**src/rtl/ff_bus_pkg.sv**
```systemverilog
// Shared definitions for the 68000-style bus controller: address map, FSM
// states, interrupt levels and the region decoder.
package ff_bus_pkg;

  localparam int ADDR_W = 24;
  localparam int CNT_W  = 16;

  localparam logic [ADDR_W-1:0] ROM_BASE = 24'h000000;
  localparam logic [ADDR_W-1:0] ROM_MASK = 24'hFF0000;
  localparam logic [ADDR_W-1:0] RAM_BASE = 24'h010000;
  localparam logic [ADDR_W-1:0] RAM_MASK = 24'hFF0000;
  localparam logic [ADDR_W-1:0] IO_BASE  = 24'h800000;
  localparam logic [ADDR_W-1:0] IO_MASK  = 24'hF00000;

  localparam logic [2:0] FC_IACK     = 3'b111;
  localparam logic [2:0] IRQ_LVL_VBL = 3'd1;
  localparam logic [2:0] IRQ_LVL_32V = 3'd2;
  localparam logic [2:0] IPL_NONE    = 3'b111;
  localparam logic [2:0] IPL_LVL1    = 3'b110;
  localparam logic [2:0] IPL_LVL2    = 3'b101;

  typedef enum logic [2:0] {
    ST_IDLE,
    ST_WAIT,
    ST_ACK,
    ST_IACK,
    ST_ERR,
    ST_TMO
  } bus_state_e;

  typedef enum logic [1:0] {
    REG_NONE,
    REG_ROM,
    REG_RAM,
    REG_IO
  } region_e;

  function automatic region_e decode_region(input logic [ADDR_W-1:0] addr);
    region_e r;
    if ((addr & ROM_MASK) == ROM_BASE)      r = REG_ROM;
    else if ((addr & RAM_MASK) == RAM_BASE) r = REG_RAM;
    else if ((addr & IO_MASK) == IO_BASE)   r = REG_IO;
    else                                    r = REG_NONE;
    return r;
  endfunction

endpackage

```
**src/rtl/ff_irq_prio.sv**
```systemverilog
// Interrupt pending latches with set-over-clear priority and a registered
// active-low level encoder for the CPU IPL pins.
module ff_irq_prio
  import ff_bus_pkg::*;
(
  input  logic       clk,
  input  logic       reset_n,
  input  logic       irq_vbl,
  input  logic       irq_32v,
  input  logic       clr_lvl1,
  input  logic       clr_lvl2,
  output logic [2:0] ipl
);

  logic       pend1_q, pend1_d;
  logic       pend2_q, pend2_d;
  logic [2:0] ipl_q, ipl_d;

  // A new pulse on the same edge as the acknowledge keeps the request alive.
  always_comb begin
    pend1_d = irq_vbl | (pend1_q & ~clr_lvl1);
    pend2_d = irq_32v | (pend2_q & ~clr_lvl2);
    if (pend2_d)      ipl_d = IPL_LVL2;
    else if (pend1_d) ipl_d = IPL_LVL1;
    else              ipl_d = IPL_NONE;
  end

  always_ff @(posedge clk or negedge reset_n) begin
    if (!reset_n) begin
      pend1_q <= 1'b0;
      pend2_q <= 1'b0;
      ipl_q   <= IPL_NONE;
    end else begin
      pend1_q <= pend1_d;
      pend2_q <= pend2_d;
      ipl_q   <= ipl_d;
    end
  end

  assign ipl = ipl_q;

endmodule

```
**src/rtl/ff_bus_ctrl.sv**
```systemverilog
// Bus controller: decodes CPU cycles into region selects, inserts wait
// states, generates DTACK/VPA/BERR and hosts the interrupt priority logic.
module ff_bus_ctrl
  import ff_bus_pkg::*;
#(
  parameter int ROM_WAIT     = 0,
  parameter int RAM_WAIT     = 0,
  parameter int IO_WAIT      = 2,
  parameter int BERR_TIMEOUT = 15
) (
  input  logic              clk,
  input  logic              reset_n,
  input  logic [ADDR_W-1:0] a_in,
  input  logic              as_n,
  input  logic              uds_n,
  input  logic              lds_n,
  input  logic              r_w_n,
  input  logic [2:0]        fc,
  input  logic              irq_vbl,
  input  logic              irq_32v,
  output logic              dtack_n,
  output logic              vpa_n,
  output logic              berr_n,
  output logic [2:0]        ipl,
  output logic              rom_cs,
  output logic              ram_cs,
  output logic              io_cs,
  output logic              wr_en
);

  bus_state_e       state_q, state_d;
  logic [CNT_W-1:0] cnt_q, cnt_d;
  logic [2:0]       cs_q, cs_d;
  logic             dtack_q, dtack_d;
  logic             vpa_q, vpa_d;
  logic             berr_q, berr_d;
  logic             as_rdy_q;
  logic             clr_lvl1, clr_lvl2;

  region_e          region;
  logic [CNT_W-1:0] acc_wait;
  logic [2:0]       acc_cs;

  always_comb begin
    region   = decode_region(a_in);
    acc_wait = '0;
    acc_cs   = 3'b000;
    case (region)
      REG_ROM: begin acc_wait = CNT_W'(ROM_WAIT); acc_cs = 3'b001; end
      REG_RAM: begin acc_wait = CNT_W'(RAM_WAIT); acc_cs = 3'b010; end
      REG_IO:  begin acc_wait = CNT_W'(IO_WAIT);  acc_cs = 3'b100; end
      default: begin acc_wait = '0;               acc_cs = 3'b000; end
    endcase
  end

  always_comb begin
    state_d  = state_q;
    cnt_d    = cnt_q;
    cs_d     = cs_q;
    dtack_d  = dtack_q;
    vpa_d    = vpa_q;
    berr_d   = berr_q;
    clr_lvl1 = 1'b0;
    clr_lvl2 = 1'b0;
    case (state_q)
      // as_rdy_q blocks a strobe still held low across reset release.
      ST_IDLE: begin
        if (!as_n && as_rdy_q) begin
          if (fc == FC_IACK) begin
            state_d  = ST_IACK;
            clr_lvl1 = (a_in[3:1] == IRQ_LVL_VBL);
            clr_lvl2 = (a_in[3:1] == IRQ_LVL_32V);
          end else if (region == REG_NONE) begin
            if (BERR_TIMEOUT == 0) begin
              state_d = ST_ERR;
              berr_d  = 1'b0;
            end else begin
              state_d = ST_TMO;
              cnt_d   = CNT_W'(BERR_TIMEOUT);
            end
          end else begin
            cs_d = acc_cs;
            if (acc_wait == '0) begin
              state_d = ST_ACK;
              dtack_d = 1'b0;
            end else begin
              state_d = ST_WAIT;
              cnt_d   = acc_wait;
            end
          end
        end
      end
      ST_WAIT: begin
        if (as_n) begin
          state_d = ST_IDLE;
          cs_d    = 3'b000;
          cnt_d   = '0;
        end else if (cnt_q <= CNT_W'(1)) begin
          state_d = ST_ACK;
          dtack_d = 1'b0;
          cnt_d   = '0;
        end else begin
          cnt_d = cnt_q - CNT_W'(1);
        end
      end
      ST_ACK: begin
        if (as_n) begin
          state_d = ST_IDLE;
          cs_d    = 3'b000;
          dtack_d = 1'b1;
        end
      end
      ST_IACK: begin
        if (as_n) begin
          state_d = ST_IDLE;
          vpa_d   = 1'b1;
        end else begin
          vpa_d = 1'b0;
        end
      end
      ST_TMO: begin
        if (as_n) begin
          state_d = ST_IDLE;
          cnt_d   = '0;
        end else if (cnt_q <= CNT_W'(1)) begin
          state_d = ST_ERR;
          berr_d  = 1'b0;
          cnt_d   = '0;
        end else begin
          cnt_d = cnt_q - CNT_W'(1);
        end
      end
      ST_ERR: begin
        if (as_n) begin
          state_d = ST_IDLE;
          berr_d  = 1'b1;
        end
      end
      default: begin
        state_d = ST_IDLE;
        cs_d    = 3'b000;
        dtack_d = 1'b1;
        vpa_d   = 1'b1;
        berr_d  = 1'b1;
        cnt_d   = '0;
      end
    endcase
  end

  always_ff @(posedge clk or negedge reset_n) begin
    if (!reset_n) begin
      state_q  <= ST_IDLE;
      cnt_q    <= '0;
      cs_q     <= 3'b000;
      dtack_q  <= 1'b1;
      vpa_q    <= 1'b1;
      berr_q   <= 1'b1;
      as_rdy_q <= 1'b0;
    end else begin
      state_q  <= state_d;
      cnt_q    <= cnt_d;
      cs_q     <= cs_d;
      dtack_q  <= dtack_d;
      vpa_q    <= vpa_d;
      berr_q   <= berr_d;
      as_rdy_q <= as_rdy_q | as_n;
    end
  end

  ff_irq_prio u_irq_prio (
    .clk      (clk),
    .reset_n  (reset_n),
    .irq_vbl  (irq_vbl),
    .irq_32v  (irq_32v),
    .clr_lvl1 (clr_lvl1),
    .clr_lvl2 (clr_lvl2),
    .ipl      (ipl)
  );

  assign rom_cs  = cs_q[0];
  assign ram_cs  = cs_q[1];
  assign io_cs   = cs_q[2];
  assign dtack_n = dtack_q;
  assign vpa_n   = vpa_q;
  assign berr_n  = berr_q;
  assign wr_en   = (|cs_q) & ~r_w_n & (~uds_n | ~lds_n);

endmodule

```
**config.mk**
```make
export PLATFORM = sky130hd
export DESIGN_NAME = ff_bus_ctrl
export DESIGN_NICKNAME = d
export VERILOG_FILES = /design/src/rtl/ff_bus_pkg.sv /design/src/rtl/ff_irq_prio.sv /design/src/rtl/ff_bus_ctrl.sv
export SDC_FILE = /design/constraint.sdc
export NUM_CORES = 1
export LEC_CHECK = 0
export CORE_ASPECT_RATIO = 1.1
export CORE_MARGIN = 10
export CORE_UTILIZATION = 36
export DETAILED_ROUTE_END_ITERATION = 16
export REMOVE_ABC_BUFFERS = 1
export SETUP_SLACK_MARGIN = 0.4
export SLEW_MARGIN = 10
export SYNTH_ARGS = -nofsm -noshare
export SYNTH_HDL_FRONTEND = slang
export SYNTH_HIERARCHICAL = 1
export SYNTH_SLANG_ARGS = --single-unit
```
**constraint.sdc**
```tcl
create_clock -name clk -period 1.8 [get_ports clk]
set_input_delay 0.36 -clock clk [delete_from_list [all_inputs] [get_ports clk]]
set_output_delay 0.36 -clock clk [all_outputs]
set_load 0.01 [all_outputs]
```
* Word-level counts from Yosys, hierarchy flattened
Index checks and enable logic that the tools add are counted.
** Storage, ports and cells
- Output and inout bits :: 10
- Bits of input ports :: 35
- Flip-flop bits (word level) :: 31
** Operators by class
- Order comparisons :: 1
- Reductions and logical operators :: 18
- Eq/ne operators :: 28
- $add $sub $neg :: 1
- Bitwise operators :: 16
- Muxes and demuxes :: 45
** Operators with widths (number)
- two-way mux 16 bit :: 6
- one-hot mux 16 bit (3 select lines) :: 1
- two-way mux 3 bit :: 11
- zero test 24 bit :: 1
- inequality test 2 bit (second input constant) :: 10
- one-hot mux 3 bit (3 select lines) :: 2
- less-or-equal comparator 16 x 1 -> 1 bit (second input constant) :: 1
- zero test 16 bit :: 1
- subtractor 16 x 1 -> 16 bit (second input constant) :: 1
- two-way mux 1 bit :: 15
- two-way mux 2 bit :: 6
- one-hot mux 3 bit (4 select lines) :: 1
- AND reduction 4 bit :: 3
- equality test 3 x 2 -> 1 bit (second input constant) :: 3
- equality test 3 bit (second input constant) :: 3
- inequality test 3 bit (second input constant) :: 3
- OR reduction 3 bit :: 3
- equality test 8 x 1 -> 1 bit (second input constant) :: 1
- NOT 1 bit :: 8
- AND reduction 8 bit :: 1
- equality test 3 x 1 -> 1 bit (second input constant) :: 2
- AND reduction 5 bit :: 1
- OR reduction 5 bit :: 1
- bitwise AND 1 bit :: 4
- other kinds (14) :: 20

* Longest topological paths before layout
- Depth after elaboration :: 12
- Mapped depth :: 11
- Mapped depth without buffers :: 10

* Hierarchy
Netlist, hierarchy kept.
** By module, submodules not included
- ff_bus_ctrl :: instances 1, cells each 185, seq. area each 654.4 um^2, area each 1625.3 um^2
- ff_irq_prio :: instances 1, cells each 13, seq. area each 102.6 um^2, area each 161.4 um^2

* Worst setup path after synthesis
OpenSTA, ideal clock, no wires.
- Path kind :: input to register
- Start :: input a_in[21]
- End :: register cnt_q[6]
- Buffers on the path :: 0
- Slack :: -677 ps
- Arrival :: 2353 ps
- Setup time :: 125 ps
- Required time :: 1675 ps
- Cell stages on the path :: 10
- Path through :: nor3_1 nand2_1 nor3_1 a21oi_1 ha_1 or3_1 or3_1 nand2_1 o21ai_0 mux2_2
** Between the ends
- Word-level cells in the longest chain between the ends :: 9
- Elaborated cells between the ends (all ways) :: 16
** RTL lines
- from (decl) :: RTL line ff_bus_ctrl.sv:13 : input logic [ADDR_W-1:0] a_in,
- equality test 4 bit :: RTL line ff_bus_pkg.sv:42 : else if ((addr & IO_MASK) == IO_BASE) r = REG_IO;
- two-way mux 2 bit :: RTL line ff_bus_pkg.sv:42
- two-way mux 2 bit :: RTL line ff_bus_pkg.sv:41 : else if ((addr & RAM_MASK) == RAM_BASE) r = REG_RAM;
- two-way mux 2 bit * :: RTL line ff_bus_pkg.sv:40 : if ((addr & ROM_MASK) == ROM_BASE) r = REG_ROM;
- equality test 2 bit or zero test 2 bit (tied branches) :: RTL line ff_bus_ctrl.sv:48, ff_bus_ctrl.sv:73
- two-way mux 2 bit or two-way mux 16 bit (tied branches) :: RTL line ff_bus_ctrl.sv:48, ff_bus_ctrl.sv:73
- zero test 16 bit or two-way mux 16 bit (tied branches) :: RTL line ff_bus_ctrl.sv:83, ff_bus_ctrl.sv:69
- inequality test 3 bit (no line) or two-way mux 16 bit (tied branches)
- AND reduction 4 bit (no line) or one-hot mux 16 bit (3 select lines) (tied branches)
- to (signal assigned) :: RTL line ff_bus_ctrl.sv:161 : cnt_q <= cnt_d;
- to (decl) :: RTL line ff_bus_ctrl.sv:32 : logic [CNT_W-1:0] cnt_q, cnt_d;
Mark *: on every way between the ends. The rest lies on a longest branch, timed or not. The select of a mux whose other input is x is not followed.
A chain may end at the register's enable or synchronous reset.

* Worst setup path after layout
- Start :: input a_in[23]
- End :: register cnt_q[6]
Same word-level chain as after synthesis.

==> impl_metrics.csv <==
group,metric,value,unit
status,status,"finished with violations",
status,failed_checks,"negative setup slack",
layout,diodes,0,
grt,overflow,0,
timing,hold_viol,0,
worst_setup_path,path_cells,"dlygate4sd2_1 > nor3_2 > a21oi_2 > ha_4 > or3_4 > or3_4 > nand2_4 > o21ai_2 > mux2_4",
clocking,cts_buffers,5,
route,drt_first_pass_iters,4,
worst_setup_path,cp.required,1.98,ns
synthesis,syn_area,1790,sq um
worst_setup_path,path_delay_family,"simple AND/OR/NAND/NOR gates",
timing,setup_violations,16,
clocking,cts_tree,"built",
pwr,p_clk_share,13.5,%
grt,grt_pass1_vias,1934,
grt,grtUsageTotal,13.3,%
timing,worst_pin_slew,0.585,ns
worst_setup_path,critPathLaunchType,"input port",
synthesis,syn_avg_cell_area,9.02,sq um
clocking,htree_num_levels,2,
route,drt_wl_total,5.15,mm
worst_setup_path,worst_path_max_delay_cell,"or3_4",
route,post-route-drc-count,0,
route,drt-wirelength-per-cell,15.2,um
route,first_iter_violations,55,
worst_setup_path,path_max_fanout,6,
timing,rsz0062_at_grt,"yes",
clocking,tritoncts_num_sinks,30,
clocking,path_clk_slew,0.07,ns
pwr,seqPwrFrac,24.1,%
floorplan,core-area,4720,sq um
place,io_buffers,30,
floorplan,die_h,93.9,um
layout,layout.nets,322,
synthesis,netlist_instances,198,
pwr,p_leak,1.32,nW
timing,final_max_slew_viol_count,0,
timing,slew_headroom,60.0,%
synthesis,yosys.area.top_type_share,35.0,%
worst_setup_path,arrival,2.34,ns
layout,layout_commonest_cell,"buf_4",
route,ant_nets,0,
grt,grt_max_degree,31,
layout,drive_gt1_share,46.6,%
place,gp_congestion,0.858,
timing,timing.hold.ws,0.445,ns
worst_setup_path,crit_path_max_incr_delay,0.35,ns
pwr,switching_share,40.6,%
floorplan,floorplan.rows,26,
layout,fillers,404,
grt,antenna_found_initial,0,
clocking,ctsLongestPathBuffers,2,
place,place_hpwl,3.64,mm
pwr,p_int,0.00252,W
layout,finalInstanceArea,2880,sq um
timing,fin_crit,2.16,ns
synthesis,ys_warn_count,6,
synthesis,synthArstFlopShare,100,%
layout,layout_common_cells,"buf_4, dfrtp_1, nand2_1",
synthesis,synth_edf_count,0,
timing,timing.final.crit_share,120,%
timing,fmax,463,MHz
synthesis,ys_ff_latch,30,
synthesis,synthTopCellsByArea,"dfrtp_1, dfstp_2, o21ai_0, nand2_1, nor2_1",
layout,multi_input_area,1210,sq um
pwr,power.switching,0.00172,W
timing,setup_slack,-0.362,ns
pwr,power.density,1470,nW/um^2
synthesis,yosys.area.top_type,"dfrtp_1",
clocking,clockRootBuffer,"clkbuf_8",
synthesis,synth-main-ff-cell,"dfrtp_1",
layout,final-seq-area,757,sq um
timing,clock_skew,0.00670,ns
floorplan,start_util,37.9,%
worst_setup_path,end_kind,"flip-flop",
place,postPlaceCellArea,2510,sq um
worst_setup_path,path_class,"in2reg",
clocking,insertion_delay,0.29,ns
grt,grt_pass1_wl,8.79,mm
route,dr_total_vias,1798,
floorplan,dieArea,8180,sq um
synthesis,synth.distinct_cells,51,
worst_setup_path,cp_num_buf_inv,1,
floorplan,chipWidth,87.2,um
route,detail_route.vias_per_cell,5.30,
layout,syn_to_final_growth,61.3,%
synthesis,seq_area_frac_synth,42.4,%
clocking,holdBufCountCts,0,
pwr,ir_worst_vdd,0.000770,V
pwr,power_frac_comb,62.4,%
flow_run,maxCapViolations,0,
worst_hold_path,hold_path_class,"reg2reg",
worst_setup_path,crit_top_cell,"or3_4",
floorplan,io_pins,45,
-- through the flow --
step	instances	worst slack, ns	power (W)	TNS [ns]	util (%)
2_1_floorplan	189	-0.686	0.00214	-8.94	-
3_3_place_gp	326	-1.19	0.00315	-20.98	53.3
3_5_place_dp	326	-1.28	0.00317	-22.76	53.3
4_1_cts	338	-0.436	0.00420	-4.92	60.3
5_1_grt	339	-0.421	0.00457	-5.89	61.1
6_report	339	-0.362	0.00424	-4.55	61.1
-- routing by layer --
layer / GRT usage (%) / part of all wire [%] / vias to the layer above
met5: 0 / 0 / -
met4: 5.19 / 2.1 / 0
met3: 3.47 / 3.2 / 12
met2: 23.2 / 53 / 26
met1: 14.9 / 42 / 866
li1: - / - / 894
-- layout make-up --
type                    instances  area share (%)
clock inverters                 1           0.174
clock buffers                   7            2.99
well taps                      56            2.43
flip-flops and latches         30            26.3
repair buffers                 86            24.7
inverters                      11            1.43
multi-input cells             148            42.0
-- synth_stat cells, drive strengths merged (4+ instances only) --
cell type	count
a21o	4
a21oi	11
a22o	4
clkbuf	6
dfrtp	25
dfstp	5
ha	5
inv	11
nand2	17
nand2b	5
nand3	6
nor2	17
nor3	9
nor4	5
o21ai	16
or3	5
-- registers in the layout, summed over array words and instances, names as in the netlist --
| register | flops |
|---|---|
| as_rdy_q | 1 |
| vpa_n | 1 |
| berr_n | 1 |
| cnt_q | 16 |
| cs_q | 3 |
| u_irq_prio/pend2_q | 1 |
| u_irq_prio/pend1_q | 1 |
| state_q | 3 |
| u_irq_prio/ipl | 2 |
| dtack_n | 1 |
-- path summary, 6_finish.rpt --
path,from,slack (ns),cells after the start,endpoint
worst max-delay path,a_in[23],-0.36,9,cnt_q[6]
worst min register to register,u_irq_prio/pend2_q,0.44,1,u_irq_prio/ipl[1]
worst min-delay path,u_irq_prio/pend2_q,0.44,1,u_irq_prio/ipl[1]
min in group asynchronous,reset_n,0.47,2,cnt_q[7]
worst max register to register,cnt_q[6],-0.14,5,cnt_q[13]
max in group asynchronous,reset_n,1.01,2,u_irq_prio/ipl[0]
-- power by group through the flow --
stage	registers (W)	clock network [W]	logic (W)
2_1_floorplan	0.00110	0	0.00104
3_3_place_gp	0.00102	0	0.00214
3_5_place_dp	0.00102	0	0.00215
4_1_cts	0.00102	0.000589	0.00259
5_1_grt	0.00105	0.000619	0.00290
6_report	0.00102	0.000572	0.00265
-- repair_timing --
item / in CTS / in global routing
resized for setup: 113 / 10
buffers inserted: 4 / 1
pin swaps: 25 / 13
setup endpoints to repair: 37 / 30
-- logic make-up after synthesis --
family                   Yosys count  share of synthesized area (%)
AO/OA/AOI/OAI                     61                           23.3
adder cells (fa/ha/maj)            5                           3.50
buffers and inverters             20                           4.55
flip-flops                        30                           42.4
multiplexers                       3                           1.82
other                              1                          0.210
AND/OR/NAND/NOR                   78                           24.2
No activity file was read; power rests on OpenSTA's default activity.
